==> src/rtl/sync_fifo_param_if.sv <==
// Handshake bundle for sync_fifo_param. The overflow/underflow signals are
// present only when FIFO_ERR_FLAGS_EN is defined.
interface sync_fifo_param_if #(
  parameter int DATA_W = 8,
  parameter int DEPTH  = 4
) ();
  localparam int LW = $clog2(DEPTH) + 1;

  logic              wr_en;
  logic [DATA_W-1:0] wr_data;
  logic              rd_en;
  logic [DATA_W-1:0] rd_data;
  logic              rd_valid;
  logic              full;
  logic              empty;
  logic              almost_full;
  logic              almost_empty;
  logic [LW-1:0]     level;
`ifdef FIFO_ERR_FLAGS_EN
  logic              overflow;
  logic              underflow;
`endif

  modport master (
    output wr_en, wr_data, rd_en,
`ifdef FIFO_ERR_FLAGS_EN
    input  overflow, underflow,
`endif
    input  rd_data, rd_valid, full, empty, almost_full, almost_empty, level
  );

  modport slave (
    input  wr_en, wr_data, rd_en,
`ifdef FIFO_ERR_FLAGS_EN
    output overflow, underflow,
`endif
    output rd_data, rd_valid, full, empty, almost_full, almost_empty, level
  );
endinterface

==> src/rtl/sync_fifo_param.sv <==
// Parametrised synchronous FIFO with registered read data, level and threshold flags.
// Define FIFO_ERR_FLAGS_EN to add sticky overflow/underflow flags.
module sync_fifo_param #(
  parameter int DATA_W    = 8,
  parameter int DEPTH     = 4,
  parameter int AF_THRESH = DEPTH - 1,
  parameter int AE_THRESH = 1
) (
  input logic               clk,
  input logic               rst_n,
  sync_fifo_param_if.slave  bus
);
  localparam int AW = $clog2(DEPTH);
  localparam int LW = AW + 1;

  logic [DATA_W-1:0] mem_q [DEPTH];
  logic [AW-1:0]     wr_ptr_q, wr_ptr_d;
  logic [AW-1:0]     rd_ptr_q, rd_ptr_d;
  logic [LW-1:0]     level_q, level_d;
  logic [DATA_W-1:0] rd_data_q, rd_data_d;
  logic              rd_valid_q, rd_valid_d;
  logic              full_q, full_d;
  logic              empty_q, empty_d;
  logic              af_q, af_d;
  logic              ae_q, ae_d;
  logic              rd_acc;
  logic              wr_acc;
`ifdef FIFO_ERR_FLAGS_EN
  logic              overflow_q, overflow_d;
  logic              underflow_q, underflow_d;
`endif

  // A write into a full FIFO is legal only when a read frees a slot on the same edge.
  always_comb begin
    rd_acc      = bus.rd_en & ~empty_q;
    wr_acc      = bus.wr_en & (~full_q | rd_acc);
    wr_ptr_d    = wr_ptr_q;
    rd_ptr_d    = rd_ptr_q;
    rd_data_d   = rd_data_q;
    rd_valid_d  = 1'b0;
    if (wr_acc) begin
      wr_ptr_d = wr_ptr_q + AW'(1);
    end else begin
      wr_ptr_d = wr_ptr_q;
    end
    if (rd_acc) begin
      rd_ptr_d   = rd_ptr_q + AW'(1);
      rd_data_d  = mem_q[rd_ptr_q];
      rd_valid_d = 1'b1;
    end else begin
      rd_ptr_d   = rd_ptr_q;
      rd_data_d  = rd_data_q;
      rd_valid_d = 1'b0;
    end
    level_d = level_q + LW'(wr_acc) - LW'(rd_acc);
    full_d  = (level_d == LW'(DEPTH));
    empty_d = (level_d == LW'(0));
    af_d    = (level_d >= LW'(AF_THRESH));
    ae_d    = (level_d <= LW'(AE_THRESH));
`ifdef FIFO_ERR_FLAGS_EN
    overflow_d  = overflow_q  | (bus.wr_en & ~wr_acc);
    underflow_d = underflow_q | (bus.rd_en & ~rd_acc);
`endif
  end

  // Storage array is intentionally not reset; writes are blocked during reset.
  always_ff @(posedge clk) begin
    if (rst_n && wr_acc) begin
      mem_q[wr_ptr_q] <= bus.wr_data;
    end
  end

  // Control and output registers.
  always_ff @(posedge clk) begin
    if (!rst_n) begin
      wr_ptr_q    <= '0;
      rd_ptr_q    <= '0;
      level_q     <= '0;
      rd_data_q   <= '0;
      rd_valid_q  <= 1'b0;
      full_q      <= 1'b0;
      empty_q     <= 1'b1;
      af_q        <= 1'b0;
      ae_q        <= 1'b1;
`ifdef FIFO_ERR_FLAGS_EN
      overflow_q  <= 1'b0;
      underflow_q <= 1'b0;
`endif
    end else begin
      wr_ptr_q    <= wr_ptr_d;
      rd_ptr_q    <= rd_ptr_d;
      level_q     <= level_d;
      rd_data_q   <= rd_data_d;
      rd_valid_q  <= rd_valid_d;
      full_q      <= full_d;
      empty_q     <= empty_d;
      af_q        <= af_d;
      ae_q        <= ae_d;
`ifdef FIFO_ERR_FLAGS_EN
      overflow_q  <= overflow_d;
      underflow_q <= underflow_d;
`endif
    end
  end

  assign bus.rd_data      = rd_data_q;
  assign bus.rd_valid     = rd_valid_q;
  assign bus.full         = full_q;
  assign bus.empty        = empty_q;
  assign bus.almost_full  = af_q;
  assign bus.almost_empty = ae_q;
  assign bus.level        = level_q;
`ifdef FIFO_ERR_FLAGS_EN
  assign bus.overflow     = overflow_q;
  assign bus.underflow    = underflow_q;
`endif
endmodule

==> src/flat_wrapper.sv <==
// flat-port wrapper written by rule: the top's interface ports become plain ports
module sync_fifo_param_flat 
#(
  parameter int DATA_W    = 8,
  parameter int DEPTH     = 4,
  parameter int AF_THRESH = DEPTH - 1,
  parameter int AE_THRESH = 1
)
  (clk, rst_n, bus_wr_en, bus_wr_data, bus_rd_en, bus_rd_data, bus_rd_valid, bus_full, bus_empty, bus_almost_full, bus_almost_empty, bus_level);
  sync_fifo_param_if #(.DATA_W(DATA_W), .DEPTH(DEPTH)) bus_i ();
  input logic clk;
  input logic rst_n;
  input wire logic [$bits(bus_i.wr_en)-1:0] bus_wr_en;
  input wire logic [$bits(bus_i.wr_data)-1:0] bus_wr_data;
  input wire logic [$bits(bus_i.rd_en)-1:0] bus_rd_en;
  output wire logic [$bits(bus_i.rd_data)-1:0] bus_rd_data;
  output wire logic [$bits(bus_i.rd_valid)-1:0] bus_rd_valid;
  output wire logic [$bits(bus_i.full)-1:0] bus_full;
  output wire logic [$bits(bus_i.empty)-1:0] bus_empty;
  output wire logic [$bits(bus_i.almost_full)-1:0] bus_almost_full;
  output wire logic [$bits(bus_i.almost_empty)-1:0] bus_almost_empty;
  output wire logic [$bits(bus_i.level)-1:0] bus_level;
  assign bus_i.wr_en = bus_wr_en;
  assign bus_i.wr_data = bus_wr_data;
  assign bus_i.rd_en = bus_rd_en;
  assign bus_rd_data = bus_i.rd_data;
  assign bus_rd_valid = bus_i.rd_valid;
  assign bus_full = bus_i.full;
  assign bus_empty = bus_i.empty;
  assign bus_almost_full = bus_i.almost_full;
  assign bus_almost_empty = bus_i.almost_empty;
  assign bus_level = bus_i.level;
  sync_fifo_param #(.DATA_W(DATA_W), .DEPTH(DEPTH), .AF_THRESH(AF_THRESH), .AE_THRESH(AE_THRESH)) u_core (.clk(clk), .rst_n(rst_n), .bus(bus_i));
endmodule
==> config.mk <==
export PLATFORM = sky130hd
export DESIGN_NAME = sync_fifo_param_flat
export DESIGN_NICKNAME = d
export VERILOG_FILES = /design/src/rtl/sync_fifo_param_if.sv /design/src/rtl/sync_fifo_param.sv /design/src/flat_wrapper.sv
export SDC_FILE = /design/constraint.sdc
export NUM_CORES = 1
export LEC_CHECK = 0
export BUFFER_PORTS_ARGS = -buffer_cell sky130_fd_sc_hd__buf_2
export CAP_MARGIN = 10
export CORE_AREA = 5 5 67 69
export CTS_BUF_LIST = sky130_fd_sc_hd__clkbuf_8
export DETAILED_ROUTE_END_ITERATION = 6
export DIE_AREA = 0 0 72 74
export PLACE_DENSITY = 0.8
export SLEW_MARGIN = 20
export SYNTH_ARGS = -nofsm -noshare
export SYNTH_HDL_FRONTEND = slang
export SYNTH_SLANG_ARGS = --single-unit
==> constraint.sdc <==
create_clock -name clk -period 2.1 [get_ports clk]
set_input_delay 0.42 -clock clk [delete_from_list [all_inputs] [get_ports clk]]
set_output_delay 0.42 -clock clk [all_outputs]
set_load 0.05 [all_outputs]
== Word level (Yosys, flattened, before mapping) ==
Memory sizes are Yosys's and may differ from the RTL's. A register that Yosys moved wholly into a read port is not among the register bits.
Index checks and enable logic that the tools add are counted.
Word-level totals
  register bits: 12
  bits in writable memories: 32
  output and inout port bits: 16
  memories kept: 1
Operators by class
  add/subtract/negate cells: 4
  order comparisons: 2
  equal/unequal tests: 1
  muxes and demuxes: 3
  bitwise operators: 5
  reduce and logical (&&, ||, !) cells: 3
Memories
  u_core.mem_q: words 4, width 8, read ports 1, clocked after Yosys merged registers in 1, write ports 1, RTL line sync_fifo_param.sv:16  | logic [DATA_W-1:0] mem_q [DEPTH];
Operator list (number)
  2-bit by 1-bit adder with 2-bit output, second input constant: 2
  3-bit by 1-bit adder with 3-bit output: 1
  3-bit == test, second input constant: 1
  3-bit by 2-bit greater-or-equal comparator with 1-bit output, second input constant: 1
  3-bit by 1-bit less-or-equal comparator with 1-bit output, second input constant: 1
  3-bit zero test: 1
  1-bit 2-to-1 mux: 3
  3-bit by 1-bit subtractor with 3-bit output: 1
  1-bit AND: 2
  1-bit NOT: 2
  1-bit logical AND: 1
  1-bit zero test: 1
  1-bit bitwise OR: 1

== Longest topological paths before layout ==
  word-level depth: 7
  mapped depth: 10

== Worst setup path before layout ==
Ideal clock, no wire load.
  kind: register to register
  from: register u_core.empty_q (netlist: u_core.bus.empty)
  to: register u_core.af_q (netlist: u_core.bus.almost_full)
  setup time: 114 ps
  data arrival time: 2221 ps
  data required time: 1986 ps
  slack: -234 ps
  stages on the path, launching flop included: 11
  buffers on the path: 0
  cells stage by stage: dfxtp_1 nand2b_4 inv_1 ha_1 inv_1 ha_1 inv_1 fa_1 xnor3_1 nor2b_4 a21o_1
Between the ends
  longest elaborated chain between the ends: 7
RTL lines
  start: declaration: RTL line sync_fifo_param.sv:23  | logic empty_q, empty_d;
  start signal: assignment: RTL line sync_fifo_param.sv:96  | empty_q <= empty_d;
  1-bit NOT *: RTL line sync_fifo_param.sv:35  | rd_acc = bus.rd_en & ~empty_q;
  1-bit AND *: RTL line sync_fifo_param.sv:35
  via u_core.rd_acc: RTL line sync_fifo_param.sv:26  | logic rd_acc;
  1-bit bitwise OR: RTL line sync_fifo_param.sv:36  | wr_acc = bus.wr_en & (~full_q | rd_acc);
  1-bit AND: RTL line sync_fifo_param.sv:36
  3-bit by 1-bit adder with 3-bit output: RTL line sync_fifo_param.sv:55  | level_d = level_q + LW'(wr_acc) - LW'(rd_acc);
  3-bit by 1-bit subtractor with 3-bit output *: RTL line sync_fifo_param.sv:55
  3-bit by 2-bit greater-or-equal comparator with 1-bit output *: RTL line sync_fifo_param.sv:58  | af_d = (level_d >= LW'(AF_THRESH));
  end signal: assignment: RTL line sync_fifo_param.sv:83  | af_q <= 1'b0;
  end signal: assignment: RTL line sync_fifo_param.sv:97  | af_q <= af_d;
  end: declaration: RTL line sync_fifo_param.sv:24  | logic af_q, af_d;
Mark *: on every way through the listed nets, which the timed path passes. The rest lies on a longest branch.
A chain may end at the register's enable or synchronous reset.

== Worst setup path in the final report ==
  from: register u_core.empty_q (netlist: u_core.bus.empty)
  to: register u_core.empty_q (netlist: u_core.bus.empty)
Between the ends
  longest elaborated chain between the ends: 7
RTL lines
  1-bit NOT *: RTL line sync_fifo_param.sv:35
  1-bit AND *: RTL line sync_fifo_param.sv:35
  1-bit bitwise OR: RTL line sync_fifo_param.sv:36
  1-bit AND: RTL line sync_fifo_param.sv:36
  3-bit by 1-bit adder with 3-bit output: RTL line sync_fifo_param.sv:55
  3-bit by 1-bit subtractor with 3-bit output *: RTL line sync_fifo_param.sv:55
  3-bit zero test *: RTL line sync_fifo_param.sv:57  | empty_d = (level_d == LW'(0));
Every way passes the cells marked *; elsewhere a longest branch is shown, timed or not.

==> out/metrics.cfg <==
[setup_path]
crit_type = register to register
crit_start = u_core.bus.empty
r2r_start = u_core.bus.empty
worstSetupStartpointType = register
crit_arrival_ns = 2.14
worstPathMaxFanout = 10
cp.required_ns = 2.27
end_kind = register

[cells_and_area]
layout-drive-gt1-share = 0.308
diodes = 0
nNetsFinal = 187
stdcell_count = 219
fin_util = 0.616
final_common_cell = edfxtp_1
areaGrowthSynthToFinish_pct = 16.9
final_cell_mix = edfxtp_1, buf_2, mux2i_1, dfxtp_1

[job]
maxCapViolCount = 0

[clock_network]
clockRootBuffer = clkbuf_8
htreeDepth = 2
cts_max_path_buffers = 2
cts_hold_buf = 0
cts.sinks = 52
ctsResizeCount = 0
cts_buffers = 5
postCtsSetupBuffers = 0
path_clk_slew_ns = 0.09
cts_tree = done
clk_latency_ns = 0.30

[grt]
overflow = 0
antenna_found_initial = 0
grt_pass1_vias = 1171
grt_pass1_wl_um = 5590
grt_max_degree = 27
grt.total_usage = 0.144

[logic_synthesis]
synthesis.area_um2 = 2030
synth_area_leaders = edfxtp_1, dfxtp_1, mux2i_1
synth_flop_cell = edfxtp_1
yosys_warnings = 0
syn_area_per_cell_um2 = 15.4
ys_async_sr_fraction = 0
synth_cell_types = 27
synth_edf_count = 32
ys_seq_area_frac = 0.669
synth_seq_cells = 52
synth_top_area_share = 0.472
yosysTopAreaCell = edfxtp_1
synthCells = 132
synth_nets = 151

[placed_design]
routabilityCongestion = 0.811
place_inst = 211
dp.final_hpwl_um = 2380
portBuffers = 27

[detailed_routing]
drt_first_pass_iters = 4
vias_per_cell = 5.23
drt_iter0_drc = 65
routed_wirelength_um = 3470
drtAntennaViolNets = 0
drc = 0
wl_per_cell_um = 15.9
num_vias = 1146

[sta]
finalCritPeriodShare = 0.938
hold_violations = 0
layout_min_cycle_time_ns = 1.97
max-slew-margin-rel = 0.727
finalClockSkew_ns = 0.00903
grt_setup_unrepaired = no
setup_viol = 0
drv_slew = 0
max_freq_mhz = 507
whs_ns = 0.326
worst_pin_slew_ns = 0.410

[power]
power.leakage_nw = 0.946
power_density_nw_per_um2 = 1270
irDropWorstVdd_mv = 0.547
power_mw = 3.03

[min_path]
min_from = bus_wr_data[6]
hp-class = primary input to register

[die]
die_h_um = 74
num_rows = 23
core_area_um2 = 3860
dieArea_um2 = 5330
io_pins = 28
die_w_um = 72
start_util = 0.528

[outcome]
status = complete, no violations

==> registers in the layout (all words and copies together) (netlist names), 2 cells and up <==
signal	flops
u_core.bus.level	3
u_core.mem_q	32
u_core.bus.rd_data	8
u_core.rd_ptr_q	2
u_core.wr_ptr_q	2
==> cell usage after synthesis, types with 2 or more instances <==
library cell  number
buf_6              3
and2_1             4
o221ai_1           8
edfxtp_1          32
xnor2_1            2
and3_1             4
nand2_1            4
nand3_1            8
dfxtp_1           20
mux2i_1           18
inv_1              6
buf_2              3
ha_1               6
==> report_power, final <==
part           switching (mW)  leakage (nW)  internal [mW]
logic                   0.679         0.430          0.365
clock network           0.310        0.0599          0.355
registers              0.0763         0.456           1.25
total                    1.06         0.946           1.97
==> area by class of cell <==
cell class	instances	area (um^2)
tap	50	62.6
multi-input combinational	68	619
clock inverter	3	42.5
fill	298	1480
timing repair buffer	35	195
sequential	52	1370
clock buffer	5	68.8
inverter	6	22.5
==> metrics by stage <==
step	area, um^2	setup slack (ns)	setup TNS, ns
floorplan	2040	0.0407	0
global placement	2250	0.0238	0
detailed placement	2250	-0.0215	-0.0383
CTS	2360	0.0790	0
global route	2380	0.00567	0
finish	2380	0.129	0
==> critical path: stages (launching register included) <==
cell	delay, ns
dfxtp_4	0.35
nand2b_4	0.13
buf_4	0.18
a21boi_4	0.17
ha_2	0.18
inv_1	0.04
fa_2	0.33
xnor3_1	0.24
nor2b_4	0.16
a21oi_1	0.06
==> worst paths after layout <==
kind	endpoint	slack, ns	depth (start not counted)
setup reg to reg	u_core.bus.empty	0.13	9
hold / removal	u_core.mem_q[0][6]	0.33	1
hold reg to reg	u_core.bus.rd_data[6]	0.49	2
setup / recovery	u_core.bus.empty	0.13	9
==> kinds of logic (layout without fill, tap and decap cells) <==
group           after synthesis  count (layout)  synth area share
simple gates                 29              29            0.0910
fa+ha+maj                     7               7            0.0467
flops                        52              52             0.669
compound gates               11              11            0.0498
xor+xnor                      3               3            0.0197
mux                          18              18            0.0886
buf+inv                      12              49            0.0351
==> metal layers <==
| layer | track usage | up-vias | routed length [um] |
|---|---|---|---|
| met3 | 0.0486 | 4 | 169 |
| met1 | 0.156 | 564 | 1400 |
| met4 | 0.0543 | 0 | 44 |
| li1 | - | 555 | - |
| met5 | 0 | - | 0 |
| met2 | 0.262 | 23 | 1860 |
(Power assumes the default switching activity.)
